[src/rtl/tmds_word_aligner.sv]
// TMDS receive word aligner: bit-slips a 20-bit raw window until control tokens
// repeat at a stable offset, then outputs aligned words with lock status.
module tmds_word_aligner #(
    parameter int unsigned SEARCH_CYCLES = 1024,
    parameter int unsigned LOCK_TOKENS   = 8,
    parameter int unsigned LOSS_CYCLES   = 4096
) (
    input  logic       clk_pixel,
    input  logic       reset,
    input  logic [9:0] raw_word,
    output logic [9:0] aligned_word,
    output logic       control_token,
    output logic [1:0] ctrl,
    output logic       locked,
    output logic [3:0] bit_offset,
    output logic       lock_lost
);

    localparam int unsigned TMAX = (SEARCH_CYCLES > LOSS_CYCLES) ? SEARCH_CYCLES : LOSS_CYCLES;
    localparam int unsigned TW   = $clog2(TMAX + 1);
    localparam int unsigned RW   = $clog2(LOCK_TOKENS + 1);

    typedef enum logic [1:0] {HUNT, SLIP, LOCKED} state_t;

    state_t        state_q, state_d;
    logic [9:0]    prev_q;
    logic [9:0]    word_q;
    logic          tok_q;
    logic [1:0]    ctrl_q;
    logic          locked_q;
    logic [3:0]    off_q, off_d;
    logic          lost_q, lost_d;
    logic [RW-1:0] run_q, run_d, run_inc;
    logic [TW-1:0] timer_q, timer_d, timer_inc;
    logic          stale_q;

    logic [19:0]   window;
    logic [9:0]    candidate;
    logic          is_tok;
    logic [1:0]    code;
    logic          tok_ok;

    assign window    = {raw_word, prev_q};
    assign candidate = window[{1'b0, off_q} +: 10];

    always_comb begin
        is_tok = 1'b1;
        code   = 2'b00;
        case (candidate)
            10'b1101010100: code = 2'b00;
            10'b0010101011: code = 2'b01;
            10'b0101010100: code = 2'b10;
            10'b1010101011: code = 2'b11;
            default:        is_tok = 1'b0;
        endcase
    end

    assign run_inc   = (run_q == RW'(LOCK_TOKENS)) ? run_q : run_q + RW'(1);
    assign timer_inc = (timer_q == TW'(TMAX)) ? timer_q : timer_q + TW'(1);
    // The window is stale for one cycle after a slip, so tokens seen then are not counted.
    assign tok_ok    = is_tok && !stale_q;

    always_comb begin
        state_d = state_q;
        run_d   = run_q;
        timer_d = timer_q;
        off_d   = off_q;
        lost_d  = 1'b0;
        case (state_q)
            HUNT: begin
                timer_d = timer_inc;
                run_d   = tok_ok ? run_inc : '0;
                if (tok_ok && (run_inc == RW'(LOCK_TOKENS))) begin
                    state_d = LOCKED;
                    timer_d = '0;
                end else if (timer_q == TW'(SEARCH_CYCLES - 1)) begin
                    state_d = SLIP;
                    timer_d = '0;
                end
            end
            SLIP: begin
                off_d   = (off_q == 4'd9) ? 4'd0 : off_q + 4'd1;
                run_d   = '0;
                timer_d = '0;
                state_d = HUNT;
            end
            LOCKED: begin
                run_d = is_tok ? run_inc : '0;
                if (is_tok) begin
                    timer_d = '0;
                end else if (timer_q == TW'(LOSS_CYCLES - 1)) begin
                    state_d = SLIP;
                    timer_d = '0;
                    lost_d  = 1'b1;
                end else begin
                    timer_d = timer_inc;
                end
            end
            default: state_d = HUNT;
        endcase
    end

    always_ff @(posedge clk_pixel or posedge reset) begin
        if (reset) begin
            state_q  <= HUNT;
            prev_q   <= '0;
            word_q   <= '0;
            tok_q    <= 1'b0;
            ctrl_q   <= '0;
            locked_q <= 1'b0;
            off_q    <= '0;
            lost_q   <= 1'b0;
            run_q    <= '0;
            timer_q  <= '0;
            stale_q  <= 1'b0;
        end else begin
            state_q  <= state_d;
            prev_q   <= raw_word;
            word_q   <= candidate;
            tok_q    <= is_tok;
            if (is_tok) ctrl_q <= code;
            locked_q <= (state_d == LOCKED);
            off_q    <= off_d;
            lost_q   <= lost_d;
            run_q    <= run_d;
            timer_q  <= timer_d;
            stale_q  <= (state_q == SLIP);
        end
    end

    assign aligned_word  = word_q;
    assign control_token = tok_q;
    assign ctrl          = ctrl_q;
    assign locked        = locked_q;
    assign bit_offset    = off_q;
    assign lock_lost     = lost_q;

endmodule

[config.mk]
export PLATFORM = sky130hd
export DESIGN_NAME = tmds_word_aligner
export DESIGN_NICKNAME = d
export VERILOG_FILES = /design/src/rtl/tmds_word_aligner.sv
export SDC_FILE = /design/constraint.sdc
export NUM_CORES = 1
export LEC_CHECK = 0
export CAP_MARGIN = 30
export CORE_MARGIN = 3
export CORE_UTILIZATION = 45
export DETAILED_ROUTE_END_ITERATION = 12
export PLACE_DENSITY_LB_ADDON = 0.3
export SYNTH_ARGS = -nofsm -noshare
export SYNTH_HDL_FRONTEND = slang
export SYNTH_SLANG_ARGS = --single-unit
[constraint.sdc]
create_clock -name clk_pixel -period 2.8 [get_ports clk_pixel]
set_input_delay 0.42 -clock clk_pixel [delete_from_list [all_inputs] [get_ports clk_pixel]]
set_output_delay 0.42 -clock clk_pixel [all_outputs]
set_load 0.01 [all_outputs]
==> metrics, run 1 <==
critical setup path kind=in2reg; Period minus WS final=2.751 ns; Post-Syn Area per Cell=10.56 um^2; Synth Register Bits=49; GR Util met2=0.2904; nets=383; Seq/Total Area, Yosys=0.4088; r2r worst-path depth=9; TritonCTS Buffers=5; first-pass GRT wire length=10990 um; LEAKAGE=1.815 nW; pin count of the biggest net entering global routing=50; Hold Vio Cnt, Final=0; Slew headroom=0.5886; total grt overflow=0; vias in the first global route=2341; hold-critical path depth=1; drt drc=0; Cells after DPL=422; Die H=87.64 um; Post-DP HPWL=4787 um; Initial Util=0.4696; final WL=6852 um; Required @ worst endpoint=3.05 ns; area of the mapped netlist=2999 um^2; Routed Antenna Nets=0; commonest non-fill, non-tap cell in the layout=buf_4; Worst Skew=0.004875 ns; count of cell types in the netlist=61; final setup fails=0; CP endpoint kind=flip-flop; PortBufs=30; Synth Instances=284; Core ar.=6386 um^2; Slew @ Worst Pin=0.6171 ns; H-tree Lvls=2; crit path launch type=input pin; clk_lat worst skew=0.31 ns; Critical Path Source=raw_word[2]; via count=2455; share of layout cells above drive strength 1=0.3049; Clock transition at path regs=0.10 ns; Main synth FF type=dfrtp_1; Worst Path Arrival=3.00 ns; CTS max path bufs=2; Area Overhead vs Synth=33.67%; routability congestion estimate=0.8720; 1st-pass router iterations=4; FF-to-FF End=locked$_DFF_PP0_; # fillers=523; full die area=7680 um^2; Hold Path Class=in2reg; multi-input combinational cell area=1753 um^2; RSZ-0062 raised after global routing=yes; met3 Track Usage GR=0.03293; fin cells=441; grt peak-use layer=met2; Reg area=1229 um^2; FP Rows=29; Max IR drop VDD=0.2333 mV; Synthesized Nets=304; wire length per cell=15.54 um; Initial DRC Count=104; clk root buf=clkbuf_8; number of flops mapped to enable cells by yosys=0; Final Max Slew Viols=0; most frequent cells in the layout=49 x buf_4, 47 x dfrtp_1, 31 x nor2_1, 26 x clkdlybuf4s50_1, 22 x nand2_1; Achievable Freq=0.3635 GHz; FFs w/ async S/R, synth=1.000; worst hold endpoint=prev_q[5]$_DFF_PP0_; Max Cap Violations=0; r2r setup slk=0.06 ns; Avg Vias per Cell=5.567; GR Util met1=0.2553; Top Ports=31; crit-path max FO=5; outcome=complete, no violations; min-delay src=raw_word[5]; synth warn=0; R2R Path Start=bit_offset[3]$_DFFE_PP0P_; CTS tree=built; Pwr Density=455.1 nW/um^2; Tot GR Track Use=0.1822; Tot Pwr=1.824 mW; TritonCTS Sinks=49; n_diodes=0; die width=87.64 um; number of antenna violations at the first check in global routing=0; Setup TNS=0 ns; hold_buf cts=0; Final Cycle Share=0.9824
-- cells in the mapped netlist, drive strengths merged, types with 2 or more instances --
cell | n | area share
xnor2 | 8 | 0.023
nor3 | 9 | 0.017
o221ai | 2 | 0.0058
clkbuf | 5 | 0.0063
nor4b | 2 | 0.0058
xor2 | 6 | 0.018
o311ai | 2 | 0.0083
nand3b | 4 | 0.010
o21a | 2 | 0.0050
o22ai | 2 | 0.0042
a21o | 4 | 0.010
nor3b | 4 | 0.010
buf | 9 | 0.020
and2 | 2 | 0.0042
o211ai | 2 | 0.0067
nand3 | 8 | 0.013
o21ai | 11 | 0.020
nand4 | 3 | 0.0063
mux2 | 7 | 0.026
inv | 13 | 0.016
nor2b | 5 | 0.010
a211oi | 2 | 0.0050
nor2 | 31 | 0.039
ha | 8 | 0.033
nand2 | 22 | 0.028
mux2i | 14 | 0.047
mux4 | 13 | 0.10
and3 | 4 | 0.0083
nand2b | 4 | 0.0092
a21oi | 7 | 0.013
dfrtp | 49 | 0.41
nor4 | 3 | 0.011
o21bai | 2 | 0.0050
a211o | 2 | 0.0058
-- flip-flops by register name, summed over array words and instances, names as in the netlist --
register / count
aligned_word: 10
ctrl: 2
state_q: 2
timer_q: 13
stale_q: 1
prev_q: 10
run_q: 4
lock_lost: 1
control_token: 1
locked: 1
bit_offset: 4
-- through the flow --
| stage | hold WS [ns] | worst slack, ns | cell area, um^2 | util |
|---|---|---|---|---|
| after floorplan | 0.4514 | 0.01102 | 2999 | - |
| after global placement | 0.4755 | -0.3793 | 3679 | 0.5760 |
| after detailed placement | 0.4744 | -0.4402 | 3679 | 0.5760 |
| after CTS | 0.4967 | 0.005696 | 3811 | 0.5968 |
| after global routing | 0.3303 | -0.06587 | 4009 | 0.6277 |
| final | 0.3238 | 0.04915 | 4009 | 0.6277 |
-- layout make-up --
type                    count  share of cell area
repair buffers             86              0.1966
clock buffers               5             0.01717
well taps                  77             0.02403
flip-flops and latches     49              0.3065
inverters                  14             0.01311
clock inverters             3            0.005306
multi-input cells         207              0.4373
-- worst max-delay path by stage --
stage	to	slack (ns)	cells after the start
final	locked$_DFF_PP0_	0.05	9
after global routing	locked$_DFF_PP0_	-0.07	9
after CTS	locked$_DFF_PP0_	0.006	10
after detailed placement	locked$_DFF_PP0_	-0.44	9
after global placement	locked$_DFF_PP0_	-0.38	9
after floorplan	timer_q[0]$_DFFE_PP0P_	0.01	11
-- repair_timing --
action | in CTS | in global routing
gates resized for setup | 8 | 30
cloned | 0 | 1
hold endpoints to repair | 0 | 0
setup buffers | 2 | 8
endpoints found under the setup margin | 21 | 21
pin swaps | 2 | 4
-- cells by family (layout without fill, tap and decap cells) --
family / after synthesis / count (layout) / synth area share
DFF: 49 / 49 / 0.4088
buffers and inverters: 28 / 108 / 0.04422
AOI/OAI and AO/OA: 45 / 45 / 0.1110
and+or+nand+nor: 106 / 106 / 0.1848
muxes: 34 / 34 / 0.1769
adders and majority gates: 8 / 8 / 0.03338
xor gates and xnor gates: 14 / 14 / 0.04089
-- routing by layer --
layer	wire (um)	part of all wire
met2	3310	0.48
met1	3213	0.47
met5	0	0
met3	272	0.040
met4	55	0.0080
-- report_power, final --
part	internal (mW)	switching [mW]
registers	0.781	0.0703
clock network	0.178	0.260
logic	0.271	0.264
total	1.23	0.595
-- critical path, stage by stage --
cell and delay (ns):
clkdlybuf4s50_1 0.49, mux4_2 0.56, mux2i_2 0.20, nand2b_1 0.17, o2111ai_2 0.19, or4_4 0.60
nand2b_4 0.12, nand3_2 0.09, a21oi_2 0.15
No activity file was read; power rests on OpenSTA's default activity.
==> inputs of run 2 (changes only) <==
Settings changed: CTS_CLUSTER_DIAMETER from default to 200.
==> results of run 2 <==
No change in the layout: final DEF, timing and power equal those of run 1.
==> inputs of run 3 (changes only) <==
Settings changed: CORE_MARGIN 3 to default.
==> run 3 against run 2 <==
The flow now finishes with violations (negative setup slack). Critical path depth is 2 higher. Die area down 8.9%. Sequential power is 0.7% higher. Via count is 0.45% higher. First-iteration DRC count is 54% higher. Routed wire length is 6.7% higher. Non-clock buffer count up 3. Final area is 1.6% higher. Total power up 3.2%. Largest cell class unchanged.
==> metrics, run 3 (same netlist as run 1, synthesis figures left out) <==
FF-to-FF End=run_q[3]$_DFFE_PP0P_; FP Rows=29; clk root buf=clkbuf_8; hold_buf cts=0; highest metal used=met4; sequential power share=0.455; P_int=1.268 mW; Post-DP HPWL=4725 um; Worst Path Arrival=3.08 ns; critical setup path kind=in2reg; Hold Path Class=in2reg; combinational power share=0.321; crit path launch type=input pin; LEAKAGE=1.797 nW; Pwr Density=462.0 nW/um^2; 1st-pass router iterations=4; RSZ-0062 raised after global routing=yes; slowest CP cell=mux4_1; Largest Register=timer_q; min-delay src=raw_word[1]; share of layout cells above drive strength 1=0.3215; TritonCTS Sinks=49; CTS max path bufs=2; failing checks=negative setup slack; Period minus WS final=2.876 ns; clk_lat worst skew=0.31 ns; max reg flops=13; Initial Util=0.4696; Slew @ Worst Pin=0.8308 ns; r2r setup slk=-0.07 ns; number of antenna violations at the first check in global routing=0; die width=83.64 um; routed wl met3=363 um; wl on met1=3451 um; Clock transition at path regs=0.09 ns; Max IR drop VDD=0.2747 mV; Routed Antenna Nets=0; hold-critical path depth=1; drt drc=0; Area Overhead vs Synth=35.84%; Avg Vias per Cell=5.554; Final Cycle Share=1.027; wire length per cell=16.46 um; worst hold endpoint=prev_q[1]$_DFF_PP0_; most frequent CP cell=buf_6; fin util=0.6379; Max Cap Violations=0; Hold Vio Cnt, Final=0; CP endpoint kind=flip-flop; Worst Skew=0.004108 ns; total grt overflow=0; Core ar.=6386 um^2; TritonCTS Buffers=5; sw power=0.6143 mW; fin worst setup slack=-0.07610 ns; Top Ports=31; crit-path max FO=6; Tot GR Track Use=0.2003; PortBufs=30; CTS tree=built; via count=2466; r2r worst-path depth=12; Final Max Slew Viols=0; vias in the first global route=2319; share of power burned in the clock network=0.224; routability congestion estimate=0.8772; Slowest Stage Delay on Critical Path=0.60 ns; Slew headroom=0.4410; nets=386; pin count of the biggest net entering global routing=33; Achievable Freq=0.3477 GHz; Required @ worst endpoint=3.00 ns; full die area=6995 um^2; first-pass GRT wire length=11280 um; most frequent cells in the layout=51 x buf_4, 48 x dfrtp_1, 28 x nor2_1, 27 x clkdlybuf4s50_1, 21 x nand2_1; Initial DRC Count=160; final setup fails=11; commonest non-fill, non-tap cell in the layout=buf_4; final WL=7309 um; H-tree Lvls=2; outcome=complete, but fails checks; Die H=83.64 um; n_diodes=0; WL met2=3411 um; critical path cell sequence=clkdlybuf4s50_1, mux4_1, mux2i_2, nor2_1, a21boi_0, and4b_2, buf_6, o211ai_4, buf_6, nor2_2, a211o_1; Tot Pwr=1.882 mW; R2R Path Start=bit_offset[3]$_DFFE_PP0P_; switching share of power=0.3264
==> run 3: power by group through the flow <==
stage	Combinational, mW	Sequential, mW	Clock (mW)
4_1_cts	0.510	0.854	0.437
6_report	0.604	0.857	0.421
3_3_place_gp	0.490	0.861	0
3_5_place_dp	0.497	0.867	0
2_1_floorplan	0.317	0.857	0
5_1_grt	0.662	0.870	0.461
==> run 3: layout make-up <==
class                      count  area [um^2]
clock buffer                   6        72.57
clock inverter                 2        15.01
fill                         487         2312
inverter                      14        52.55
multi-input combinational    207         1802
sequential                    49         1227
tap                           77        96.34
timing repair buffer          89        808.3
==> run 3: timing repair <==
action	4_1_cts	5_1_grt
pin swaps	4	7
resized for setup	16	33
buffers inserted	5	12
endpoints found under the setup margin	18	22
cloned	1	1
==> run 3: critical path: cells and delay by family <==
kind	cells	cell delay (ns)
AND/OR/NAND/NOR	3	0.43
multiplexers	2	0.81
buffers and inverters	3	0.76
AO/OA/AOI/OAI	3	0.66
==> run 3: how the worst max path moves through the flow <==
stage | from | end | slack [ns] | cells after the start
2_1_floorplan | bit_offset[3]$_DFFE_PP0P_ | timer_q[0]$_DFFE_PP0P_ | 0.01 | 11
3_3_place_gp | raw_word[6] | locked$_DFF_PP0_ | -0.32 | 9
3_5_place_dp | raw_word[0] | run_q[0]$_DFFE_PP0P_ | -0.39 | 9
4_1_cts | bit_offset[3]$_DFFE_PP0P_ | timer_q[10]$_DFFE_PP0P_ | -0.01 | 11
5_1_grt | bit_offset[3]$_DFFE_PP0P_ | run_q[3]$_DFFE_PP0P_ | -0.23 | 12
6_report | raw_word[0] | run_q[3]$_DFFE_PP0P_ | -0.08 | 11
==> run 3: per-layer routing <==
layer	GRT usage	vias to the layer above
li1	-	1190
met5	0	-
met3	0.03264	8
met1	0.2992	1203
met4	0.05239	0
met2	0.3030	65
==> run 3: metrics by stage <==
stage	hold slack (ns)	setup WS (ns)	TNS (ns)	cell area, um^2	instances
global route	0.3564	-0.2271	-2.598	4074	444
finish	0.3602	-0.07610	-0.3339	4074	444
global placement	0.5052	-0.3247	-6.809	3649	418
floorplan	0.4514	0.01102	0	2999	284
CTS	0.4049	-0.01042	-0.09814	3847	432
detailed placement	0.4985	-0.3890	-7.718	3649	418
